## src/rtl/instr_fetch_unit.sv

```systemverilog
// Instruction fetch unit: owns the PC and instruction register and runs one memory read per fetch.
// Optional completed-fetch counter is enabled by defining IFU_FETCH_COUNT_EN.
module instr_fetch_unit #(
    parameter int unsigned       ADDR_W   = 26,
    parameter int unsigned       DATA_W   = 32,
    parameter logic [ADDR_W-1:0] RESET_PC = 26'h0001000,
    parameter int unsigned       TIMEOUT  = 15
) (
    input  logic              CLK,
    input  logic              RST,
    input  logic              FETCH_START,
    input  logic              PC_UPDATE,
    input  logic [1:0]        PC_SEL,
    input  logic [15:0]       BRANCH_OFF,
    input  logic [ADDR_W-1:0] JUMP_ADDR,
    input  logic [31:0]       REG_TARGET,
    output logic [ADDR_W-1:0] MEM_ADDR,
    output logic              MEM_READ,
    input  logic              MEM_READY,
    input  logic [DATA_W-1:0] MEM_DATA,
    output logic [DATA_W-1:0] INSTRUCTION,
    output logic              INSTR_VALID,
    output logic              BUSY,
    output logic [ADDR_W-1:0] PC,
    output logic [ADDR_W-1:0] PC_PLUS1,
    output logic              FAULT,
    output logic [31:0]       FETCH_COUNT
);

    // state | meaning
    // IDLE  | waiting for FETCH_START; PC updates apply immediately
    // REQ   | read issued at PC; ready here completes in minimum latency
    // WAIT  | read held until MEM_READY or TIMEOUT wait cycles elapse
    // DONE  | INSTR_VALID pulse; pending PC update applied on exit
    typedef enum logic [1:0] {
        S_IDLE = 2'd0,
        S_REQ  = 2'd1,
        S_WAIT = 2'd2,
        S_DONE = 2'd3
    } state_t;

    localparam int unsigned       CNT_W    = (TIMEOUT > 1) ? $clog2(TIMEOUT) : 1;
    localparam logic [CNT_W-1:0]  TMO_LAST = CNT_W'(TIMEOUT - 1);
    localparam logic [CNT_W-1:0]  CNT_ONE  = CNT_W'(1);
    localparam logic [ADDR_W-1:0] PC_ONE   = ADDR_W'(1);
    localparam int unsigned       EXT_W    = ADDR_W - 16;

    state_t            state;
    logic [CNT_W-1:0]  timeout_cnt;
    logic              pend_valid;
    logic [ADDR_W-1:0] pend_pc;
    logic [ADDR_W-1:0] upd_pc;
    logic [ADDR_W-1:0] branch_ext;
    logic              unused_reg_bits;

    assign PC_PLUS1        = PC + PC_ONE;
    assign branch_ext      = {{EXT_W{BRANCH_OFF[15]}}, BRANCH_OFF};
    assign unused_reg_bits = &{1'b0, REG_TARGET[31:ADDR_W]};

    always_comb begin
        upd_pc = PC_PLUS1;
        case (PC_SEL)
            2'b01:   upd_pc = PC_PLUS1 + branch_ext;
            2'b10:   upd_pc = JUMP_ADDR;
            2'b11:   upd_pc = REG_TARGET[ADDR_W-1:0];
            default: upd_pc = PC_PLUS1;
        endcase
    end

    always_ff @(posedge CLK or negedge RST) begin
        if (!RST) begin
            state       <= S_IDLE;
            PC          <= RESET_PC;
            INSTRUCTION <= '0;
            MEM_READ    <= 1'b0;
            MEM_ADDR    <= '0;
            INSTR_VALID <= 1'b0;
            BUSY        <= 1'b0;
            FAULT       <= 1'b0;
            pend_valid  <= 1'b0;
            pend_pc     <= '0;
            timeout_cnt <= '0;
        end else begin
            INSTR_VALID <= 1'b0;
            case (state)
                S_IDLE: begin
                    if (PC_UPDATE) begin
                        PC <= upd_pc;
                    end
                    if (FETCH_START) begin
                        state       <= S_REQ;
                        MEM_READ    <= 1'b1;
                        MEM_ADDR    <= PC_UPDATE ? upd_pc : PC;
                        BUSY        <= 1'b1;
                        timeout_cnt <= '0;
                    end
                end
                S_REQ, S_WAIT: begin
                    // PC stays frozen mid-fetch, so the target can be resolved now
                    if (PC_UPDATE) begin
                        pend_valid <= 1'b1;
                        pend_pc    <= upd_pc;
                    end
                    if (MEM_READY) begin
                        INSTRUCTION <= MEM_DATA;
                        state       <= S_DONE;
                        MEM_READ    <= 1'b0;
                        BUSY        <= 1'b0;
                        INSTR_VALID <= 1'b1;
                    end else if (state == S_REQ) begin
                        state       <= S_WAIT;
                        timeout_cnt <= '0;
                    end else if (timeout_cnt == TMO_LAST) begin
                        INSTRUCTION <= '0;
                        FAULT       <= 1'b1;
                        state       <= S_DONE;
                        MEM_READ    <= 1'b0;
                        BUSY        <= 1'b0;
                        INSTR_VALID <= 1'b1;
                    end else begin
                        timeout_cnt <= timeout_cnt + CNT_ONE;
                    end
                end
                S_DONE: begin
                    state      <= S_IDLE;
                    pend_valid <= 1'b0;
                    if (PC_UPDATE) begin
                        PC <= upd_pc;
                    end else if (pend_valid) begin
                        PC <= pend_pc;
                    end
                end
                default: state <= S_IDLE;
            endcase
        end
    end

`ifdef IFU_FETCH_COUNT_EN
    logic [31:0] fetch_cnt;

    always_ff @(posedge CLK or negedge RST) begin
        if (!RST) begin
            fetch_cnt <= '0;
        end else if (INSTR_VALID) begin
            fetch_cnt <= fetch_cnt + 32'd1;
        end
    end

    assign FETCH_COUNT = fetch_cnt;
`else
    assign FETCH_COUNT = '0;
`endif

endmodule

```

## config.mk

```make
export PLATFORM = sky130hd
export DESIGN_NAME = instr_fetch_unit
export DESIGN_NICKNAME = d
export VERILOG_FILES = /design/src/rtl/instr_fetch_unit.sv
export SDC_FILE = /design/constraint.sdc
export NUM_CORES = 1
export LEC_CHECK = 0
export CAP_MARGIN = 20
export CORE_MARGIN = 1
export CORE_UTILIZATION = 50
export DETAILED_ROUTE_END_ITERATION = 8
export GPL_ROUTABILITY_DRIVEN = 0
export GPL_TIMING_DRIVEN = 0
export PLACE_DENSITY = 0.89
export RECOVER_POWER = 50
export SLEW_MARGIN = 15
export SYNTH_ARGS = -nofsm -noshare
export SYNTH_HDL_FRONTEND = slang
export SYNTH_SLANG_ARGS = --single-unit
```

## constraint.sdc

```tcl
create_clock -name CLK -period 9.7 [get_ports CLK]
set_clock_uncertainty 0.05 [all_clocks]
set_input_delay 0.97 -clock CLK [delete_from_list [all_inputs] [get_ports CLK]]
set_output_delay 0.97 -clock CLK [all_outputs]
set_load 0.05 [all_outputs]
```

==> impl_results.md, run 1 <==
* Status: finished, violations left
* Failing checks: capacitance limit, slew limit
* Worst setup SP type: primary input
* Tightest Hold Check Type: reg2reg
* Minimum clock period at roughly 5.7 ns
* # port buffers at 220
* Pwr dens at between 400 and 500 nW/um2
* Latest clock arrival within the worst-skew pair at 0.41 ns
* Antenna Nets Post-Route at 0
* Root buffer cell: clkbuf_16
* Worst-Margin Slew at 3.13 ns
* Vias at 7851
* Post_cts resized at 0
* DIE AREA at 15900 um2
* Async SR Flop Fraction at 100%
* Chip width at 126 um
* First-pass GRT wire length at 41.4 mm
* Nets at 1231
* CTS tree: yes
* CP max stage delay at between 2 and 2.5 ns
* Grt total ovfl at 0
* Synthesized cell area at 7700 um2
* Fin crit share at 58.4%
* RSZ-0062 raised after global routing: false
* Setup Viol. Count Final at 0
* Setup TNS Final at 0 ns
* Drc violations at 0
* Netlist cell types at 62
* Post-Syn Area per Cell at 9.48 um2
* Most common cell on crit path: clkbuf_1
* Worst Path Max Fanout at 61
* Final hold viol count at 0
* Simple-gate share of the synthesized area at 13.0%
* Kind of end point of the critical path: asynchronous set/reset pin
* Site row count at 44
* Max Clk Rate at 0.177 GHz
* CP delay by family, top: buffers and inverters
* Max VDD drop at 0.000179 V
* Num ports at between 200 and 300
* Lkg Pwr at 4.79 nW
* Initial DRC Count at 680
* Post-Synth Adder-Cell Area at 5.79%
* Slack of the critical path at 4.04 ns
* Crit path cell chain: clkbuf_1, clkbuf_1
* Max Cap Viol at 2
* CP max stage cell: clkbuf_1
* Worst slew margin at -109%
* Initial antenna violation count at 0
* CTS Buffer Depth at 2
* DR WL/cell at about 21 um
* GRT Overall Usage at 33.6%
* Post-synth EDFFs at 0
* Bufs and invs on worst path at 2
* Post-CTS Hold Fix Bufs at 0
* Clk slew on worst S/H paths at approximately 0.05 ns
* Post-CTS Setup Inserts at 0
* Combinational family with the most area after synthesis: compound AO/OA/AOI/OAI gates
* Area of the multi-input gates at ~4300 um2
* Area Growth Syn to Fin at 41.4%
* Pin count of the biggest net entering global routing at 62
* Fillcell total at 999
* Total CTS buffers at 17
* Compound-Gate Fraction of Synth Area at around a fifth
* Synth Instances at approximately 810
* Synth Area in XOR/XNOR at 4.89%
* # H-tree levels at 4
* Vias per inst at 6.13
* Share of cells above drive strength 1 at 10.6%
* Post-synth top flop: dfrtp_1
* Number of global-route vias before repair at roughly 7700
* Synth Register Bits at 120
* Register area at 3000 um2
* Crit Path Class: in2async
* Worst Path Required at 9.49 ns
* WL final at between 20 and 30 mm
* Initial Util at 52.2%
* Multiplexer area fraction after synthesis at about a tenth
* Worst Path Arrival at 5.46 ns
* Yosys synthesis warning count at 0
* Router iterations before antenna repair at 5
* Place WS at 4.74 ns
* Max-slew violation count at 123
* # diodes at 0
* CTS Sinks at 120
* Die height at roughly 130 um
* DP HPWL at a little under 20 mm
* Core Region at 14800 um2
* Seq/Total Area, Yosys at 39.0%
[worst paths after layout]
path / startpoint / to / slack (ns) / depth (start not counted)
worst max-delay path: RST / INSTRUCTION[5]$_DFFE_PN0P_ / 4.04 / 2
max in group CLK: PC[1]$_DFFE_PN0P_ / MEM_ADDR[25]$_DFFE_PN0P_ / 4.46 / 16
worst min-delay path: INSTRUCTION[6]$_DFFE_PN0P_ / INSTRUCTION[6]$_DFFE_PN0P_ / 0.42 / 2
worst max register to register: PC[1]$_DFFE_PN0P_ / MEM_ADDR[25]$_DFFE_PN0P_ / 4.46 / 16
min in group asynchronous: RST / MEM_ADDR[9]$_DFFE_PN0P_ / 1.53 / 1
worst min register to register: INSTRUCTION[6]$_DFFE_PN0P_ / INSTRUCTION[6]$_DFFE_PN0P_ / 0.42 / 2
[state kept, by name, indices dropped and copies added, names as in the netlist]
name	cells
INSTR_VALID	1
BUSY	1
pend_pc	26
timeout_cnt	4
PC	26
MEM_ADDR	26
pend_valid	1
state	2
FAULT	1
INSTRUCTION	32
[per-stage QoR]
stage	power, mW	util, %	hold slack (ns)	cells	cell area (um2)
floorplan	2.95	-	0.395	843	7810
global placement	3.81	69.4	0.402	1247	10200
detailed placement	3.90	69.6	0.424	1248	10300
CTS	4.62	74.0	0.436	1280	10900
global route	4.85	73.8	0.451	1280	10900
finish	4.64	73.8	0.424	1280	10900
[cell type report]
cell class / count / area share, %
multi-input cells: 621 / 39.4
flip-flops and latches: 120 / 27.6
repair buffers: 221 / 20.2
clock buffers: 25 / 4.64
plain buffers: 78 / 3.98
well taps: 184 / 2.11
clock inverters: 7 / 1.26
inverters: 24 / 0.827
[cells in the mapped netlist, types with 5 or more instances]
| master | number | area share [%] |
|---|---|---|
| buf_1 | 6 | 0.29 |
| xnor2_1 | 28 | 3.2 |
| nand4_1 | 11 | 0.89 |
| a31oi_1 | 9 | 0.73 |
| mux2_2 | 23 | 3.4 |
| buf_4 | 34 | 3.3 |
| nor2b_1 | 6 | 0.49 |
| clkbuf_1 | 33 | 1.6 |
| nand3_1 | 21 | 1.4 |
| xor2_1 | 15 | 1.7 |
| and3_1 | 10 | 0.81 |
| ha_1 | 34 | 5.5 |
| and2_1 | 8 | 0.65 |
| a21o_1 | 13 | 1.3 |
| o211ai_1 | 6 | 0.59 |
| o21ai_0 | 50 | 3.3 |
| nor2_1 | 58 | 2.8 |
| a32oi_1 | 7 | 0.80 |
| o221ai_1 | 5 | 0.57 |
| a21oi_1 | 64 | 4.2 |
| a22o_1 | 30 | 3.4 |
| o22ai_1 | 17 | 1.4 |
| dfrtp_1 | 119 | 39 |
| mux2i_1 | 17 | 2.2 |
| nand2_1 | 83 | 4.0 |
| inv_1 | 24 | 1.2 |
| mux4_2 | 15 | 4.4 |
| nor3_1 | 8 | 0.52 |
[layout by cell type, fill, tap and decap left out, types with 5 or more instances in the layout]
cell type	count
a31oi_1	9
inv_1	24
xnor2_1	28
nor3_1	8
dlygate4sd3_1	29
conb_1	32
nand4_1	11
dfrtp_1	119
a21oi_1	64
buf_4	34
and2_1	7
o221ai_1	5
buf_1	6
mux2_2	23
clkbuf_8	5
mux4_2	15
nand2_1	83
clkbuf_1	38
xor2_1	15
clkbuf_16	17
o211ai_1	6
nor2_1	58
a22o_1	30
nand3_1	21
ha_1	34
o22ai_1	17
nor2b_1	6
and3_1	10
mux2i_1	17
a32oi_1	7
o21ai_0	50
a21o_1	13
clkdlybuf4s50_1	190
[layer usage]
metal | track usage (%) | share of wire [%] | up-vias
met4 | 13.6 | 4.0 | 0
met3 | 6.16 | 10 | 93
met5 | 0 | 0 | -
met1 | 42.3 | 37 | 3715
met2 | 57.1 | 48 | 582
li1 | - | - | 3461
[power breakdown]
group | leakage, nW | switching [mW] | internal, mW | total, mW
clock network | 0.313 | 0.216 | 0.463 | 0.679
logic | 3.03 | 1.94 | 1.05 | 3.00
registers | 1.44 | 0.222 | 0.748 | 0.970
[logic make-up (layout without fill, tap and decap cells)]
group                      count (synthesis)  count (layout)
DFF                                      120             120
other                                      1              32
and+or+nand+nor                          219             219
xor gates and xnor gates                  43              43
muxes                                     56              56
AOI/OAI and AO/OA                        236             236
adders and majority gates                 35              35
buffers and inverters                    102             355
(Power assumes the default switching activity.)
==> run 2: changes to the inputs <==
CORE_UTILIZATION = 42   (was 50)
PLACE_DENSITY = 0.8   (was 0.89)
clock period = 4.7 ns   (was 9.7 ns; I/O delays follow)
==> run 2 against run 1 <==
The run still ends with capacitance limit, slew limit left. Power grew 110%. Final area grew 2.1%. Worst setup slack lost 3.9 ns. Combinational power grew 100%. First-iteration DRC count shrank 16%. Count of clock-buffer cells in the layout shrank 1. Critical path type is now reg2reg. Critical endpoint is now MEM_ADDR[25]$_DFFE_PN0P_.
==> impl_results.md, run 2 (synthesized netlist as in run 1, its figures left out) <==
* Status: finished, violations left
* Failing checks: capacitance limit, slew limit
* Worst setup SP type: register
* Vias at roughly 7700
* Setup Viol. Count Final at 0
* Latest clock arrival within the worst-skew pair at 0.42 ns
* Worst-Margin Slew at 3.36 ns
* DR WL/cell at about 19 um
* Max Cap Viol at 1
* Total CTS buffers at 17
* Crit Path Class: reg2reg
* Antenna Nets Post-Route at 0
* Number of flip-flops in the largest register at 32
* Post-route design area at 11100 um2
* Hold depth at 2
* # diodes at 0
* Drc violations at 0
* Initial Util at between 40% and 50%
* Minimum clock period at about 4.5 ns
* Chip width at 137 um
* Clk slew on worst S/H paths at 0.05 ns
* Share of cells above drive strength 1 at 12.3%
* Pwr dens at 862 nW/um2
* Total chip power at approximately 9.6 mW
* Max Clk Rate at 0.221 GHz
* GRT Overall Usage at 27.3%
* DP HPWL at 19.3 mm
* Hold Startpoint: MEM_ADDR[0]$_DFFE_PN0P_
* First-pass GRT wire length at 38.8 mm
* Leading cell type in the layout, fill and taps excluded: clkdlybuf4s50_1
* DIE AREA at between 15000 and 20000 um2
* Max VDD drop at roughly 0.00048 V
* Register area at 3010 um2
* # port buffers at between 200 and 250
* Fin crit share at between 90% and 100%
* Tightest Hold Check Type: reg2reg
* WL final at 25.5 mm
* Num ports at 259
* Worst Path Arrival at 4.77 ns
* Reg-to-reg endpoint: MEM_ADDR[25]$_DFFE_PN0P_
* RSZ-0062 raised after global routing: false
* Lkg Pwr at 4.93 nW
* Initial antenna violation count at 0
* CTS Buffer Depth at 2
* Die height at 137 um
* Max-slew violation count at 61
* Fillcell total at 1461
* Worst r2r path cells at 15
* Worst Path Required at 4.94 ns
* Pin count of the biggest net entering global routing at 62
* Root buffer cell: clkbuf_16
* CTS tree: yes
* Final hold viol count at 0
* Initial DRC Count at 572
* Nets at about 1200
* Area Growth Syn to Fin at 44.4%
* Number of global-route vias before repair at 7335
* Kind of end point of the critical path: register
* R2R Setup Slk at 0.17 ns
* Area of the multi-input gates at 4420 um2
* Site row count at 49
* Largest Register: INSTRUCTION
* Worst slew margin at -124%
* DP Area at 10400 um2
* Router iterations before antenna repair at 7
* Commonest cells after routing, fill and taps aside: 169 x clkdlybuf4s50_1, 118 x dfrtp_1, 83 x nand2_1
* Vias per inst at around 5.8
* Core Region at 18000 um2
* CTS Sinks at between 100 and 150
* Reg-to-reg startpoint: PC[0]$_DFFE_PN0P_
* Grt total ovfl at 0
* Worst Path Max Fanout at 7
* # H-tree levels at 4
* Endpoint, Worst Hold: MEM_ADDR[0]$_DFFE_PN0P_
==> run 2: changes by cell type in the layout (fill, tap and decap cells not counted), moves of 2 or more <==
cell             previous run  this run
clkbuf_1                   38        36
clkdlybuf4s50_1           190       169
dlygate4sd3_1              29        51
xnor2_1                    28        16
xnor2_2                     0        12
==> run 2: what timing repair did <==
| item | CTS | global route |
|---|---|---|
| pin swaps | 0 | 0 |
| hold buffers | 1 | 0 |
| endpoints found under the hold margin | 5 | 0 |
| setup buffers | 0 | 0 |
| endpoints found under the setup margin | 3 | 10 |
| resized for setup | 4 | 4 |
==> run 2: worst max-delay path by stage <==
stage	from	slack (ns)	to
after floorplan	PC[2]$_DFFE_PN0P_	-0.06	pend_pc[17]$_DFFE_PN0P_
after CTS	PC[1]$_DFFE_PN0P_	0.03	MEM_ADDR[25]$_DFFE_PN0P_
after global placement	RST	-1.47	INSTRUCTION[11]$_DFFE_PN0P_
after detailed placement	PC[1]$_DFFE_PN0P_	-0.19	MEM_ADDR[25]$_DFFE_PN0P_
after global routing	PC[10]$_DFFE_PN0P_	0.002	MEM_ADDR[25]$_DFFE_PN0P_
final	PC[0]$_DFFE_PN0P_	0.17	MEM_ADDR[25]$_DFFE_PN0P_
==> run 2: layer usage <==
| layer | vias up | track usage, % | part of all wire (%) | routed length (um) |
|---|---|---|---|---|
| li1 | 3462 | - | - | - |
| met2 | 469 | 45.0 | 48 | 12200 |
| met3 | 68 | 5.56 | 9.3 | 2380 |
| met4 | 0 | 10.7 | 3.1 | 802 |
| met1 | 3667 | 35.1 | 40 | 10200 |
| met5 | - | 0 | 0 | 0 |
==> run 2: per-stage QoR <==
step | TNS (ns) | hold WS [ns] | instances | setup WS [ns] | util (%)
global route | 0 | 0.450 | 1325 | 0.00164 | 61.9
CTS | 0 | 0.433 | 1326 | 0.0282 | 61.9
floorplan | -0.114 | 0.124 | 843 | -0.0636 | -
finish | 0 | 0.419 | 1325 | 0.171 | 61.9
global placement | -174.56 | 0.402 | 1292 | -1.47 | 57.9
detailed placement | -0.204 | 0.415 | 1293 | -0.186 | 58.1
==> run 2: critical path, stage by stage (launching register included) <==
cell and delay [ns]:
dfrtp_1 0.49, ha_1 0.27, nand4_1 0.22, nor2_4 0.24, nand4_1 0.18, xnor2_2 0.22
ha_1 0.31, clkbuf_1 0.25, nand4_1 0.20, or4_4 0.52, a31oi_2 0.20, mux2i_1 0.11
or3_1 0.37, a31oi_2 0.34, a21oi_1 0.15, mux2_4 0.27
==> run 2: final cells by class <==
class | instances | share of cell area, %
multi-input combinational | 621 | 39.7
inverter | 24 | 0.810
sequential | 120 | 27.0
timing repair buffer | 222 | 20.1
clock buffer | 24 | 4.42
tap | 229 | 2.58
buffer | 77 | 3.86
clock inverter | 8 | 1.49
==> run 2: power breakdown <==
part,switching (mW),internal (mW)
sequential,0.463,1.54
combinational,3.95,2.18
clock,0.456,0.995
==> run 3: changes to the inputs <==
PLACE_DENSITY = 0.78   (was 0.8)
==> run 3 against run 2 <==
Via count is 1.9% lower. Count of clock-buffer cells in the layout is 5 lower. The run still ends with capacitance limit, slew limit left. Critical endpoint unchanged. Maximum frequency is 0.62% higher. Flip-flop and latch count stayed put. Die area stayed put. Hold slack worse by 0.0056 ns. Power is 1.6% lower. First-iteration DRC count is 3.3% lower. Largest cell class unchanged. Largest power group unchanged. Utilization is 0.24 points lower. Final area is 0.39% lower. Global-route usage is 0.20 points lower.
==> impl_results.md, run 3 (synthesized netlist as in run 1, its figures left out) <==
* DIE AREA at ~19000 um2
* Setup Viol. Count Final at 0
* Tightest Hold Check Type: reg2reg
* CTS Sinks at between 100 and 150
* WL final at 25.0 mm
* Grt total ovfl at 0
* Placed cell count at 1293
* Failing checks: capacitance limit, slew limit
* Vias at between 7000 and 8000
* Kind of end point of the critical path: register
* CTS tree: yes
* Worst slew margin at -43.4%
* Drc violations at 0
* Max-slew violation count at 39
* Router iterations before antenna repair at 5
* Fin crit share at 95.8%
* Initial antenna violation count at 0
* Worst Path Arrival at 4.75 ns
* CTS Buffer Depth at 2
* Commonest cells after routing, fill and taps aside: 168 x clkdlybuf4s50_1, 117 x dfrtp_1, 83 x nand2_1
* Lkg Pwr at 4.89 nW
* Status: finished, violations left
* Crit Path Class: reg2reg
* Post-CTS Setup Inserts at 0
* GRT Overall Usage at 27.1%
* Number of flip-flops in the largest register at 32
* DP HPWL at 19.3 mm
* Hold depth at 2
* Max VDD drop at 0.000600 V
* Area Growth Syn to Fin at 43.9%
* Grt peak-use layer: met2
* Met3 Use GR at under 10%
* Slack of the critical path at a little under 0.2 ns
* Worst Path Required at 4.94 ns
* Total CTS buffers at 17
* Worst setup SP type: register
* Hold Startpoint: INSTRUCTION[6]$_DFFE_PN0P_
* Minimum clock period at 4.50 ns
* Total chip power at 9.44 mW
* Critical path startpoint: PC[12]$_DFFE_PN1P_
* Largest Register: INSTRUCTION
* Worst Path Max Fanout at 6
* Initial Util at 42.9%
* Number of global-route vias before repair at 7305
* Met2 Usage GRT at around 44%
* # H-tree levels at 4
* Met1 usage at 35.4%
* Die height at ~140 um
* Nets at 1231
* Root buffer cell: clkbuf_16
* Pin count of the biggest net entering global routing at 83
* Leading cell type in the layout, fill and taps excluded: clkdlybuf4s50_1
* # diodes at 0
* Worst-Margin Slew at 2.15 ns
* Clk slew on worst S/H paths at 0.06 ns
* Core Region at 18000 um2
* Vias per inst at 5.68
* Max Clk Rate at 0.222 GHz
* Site row count at 49
* Latest clock arrival within the worst-skew pair at 0.41 ns
* Pwr dens at 852 nW/um2
* # port buffers at 220
* Num ports at 259
* Reg-to-reg startpoint: PC[12]$_DFFE_PN1P_
* Final non-filler cell total at about 1300
* Chip width at ~140 um
* First-pass GRT wire length at 38.8 mm
* R2R Setup Slk at 0.20 ns
* Max Cap Viol at 1
* Initial DRC Count at 553
* RSZ-0062 raised after global routing: false
* Fillcell total at roughly 1500
* Antenna Nets Post-Route at 0
* Place WS at -0.223 ns
* Worst r2r path cells at 14
* DR WL/cell at 18.9 um
* Share of cells above drive strength 1 at between 10% and 20%
* Final hold viol count at 0
==> run 3: cell count changes in the layout (fill, tap and decap cells not counted), moves of 2 or more <==
cell / change
clkbuf_1: -3
bufinv_16: -2
clkinv_2: +2
clkbuf_8: -2
clkinvlp_4: +5
==> run 3: where the power goes <==
part	switching [mW]	internal [mW]
Combinational	3.94	2.18
Sequential	0.446	1.54
Clock	0.473	0.856
==> run 3: critical path, stage by stage (launching register included) <==
cell	delay, ns
dfstp_2	0.61
and4_1	0.25
and4_1	0.28
and2_1	0.26
nand4_1	0.17
xnor2_2	0.21
ha_1	0.41
nand4_1	0.21
or4_4	0.53
a31oi_2	0.21
mux2i_1	0.12
or3_1	0.40
a31oi_4	0.26
a21oi_1	0.13
mux2_4	0.27
==> run 3: layer usage <==
metal / wire, um / share of wire, % / up-vias
li1: - / - / 3458
met1: 10200 / 41 / 3583
met2: 11800 / 47 / 423
met3: 2240 / 9.0 / 57
met4: 722 / 2.9 / 0
met5: 0 / 0 / -
==> run 3: path summary, 6_finish.rpt <==
path / to
worst max-delay path: MEM_ADDR[25]$_DFFE_PN0P_
max in group asynchronous: PC[1]$_DFFE_PN0P_
min in group asynchronous: MEM_ADDR[7]$_DFFE_PN0P_
worst max register to register: MEM_ADDR[25]$_DFFE_PN0P_
worst min-delay path: INSTRUCTION[6]$_DFFE_PN0P_
worst min register to register: INSTRUCTION[6]$_DFFE_PN0P_
==> run 3: repair_timing <==
item,in CTS,in global routing
endpoints found under the setup margin,2,6
endpoints found under the hold margin,38,0
hold buffers,1,0
gates resized for setup,3,7
==> run 3: stage by stage <==
| step | cell area (um2) | hold slack (ns) | util (%) | TNS (ns) |
|---|---|---|---|---|
| 5_1_grt | 11100 | 0.445 | 61.6 | 0 |
| 3_5_place_dp | 10400 | 0.345 | 58.1 | -0.264 |
| 4_1_cts | 11100 | 0.424 | 61.6 | 0 |
| 3_3_place_gp | 10400 | 0.400 | 57.9 | -186.07 |
| 6_report | 11100 | 0.414 | 61.6 | 0 |
| 2_1_floorplan | 7910 | 0.124 | - | -0.114 |
==> run 3: layout make-up <==
cell class                      instances  area [um2]  area share (%)
Sequential cell                       120        3010            27.2
Multi-Input combinational cell        621        4420            39.9
Buffer                                 77         429            3.88
Tap cell                              229         287            2.59
Inverter                               24        90.1           0.814
Timing Repair Buffer                  222        2230            20.2
Clock inverter                         13         153            1.38
Clock buffer                           19         453            4.09
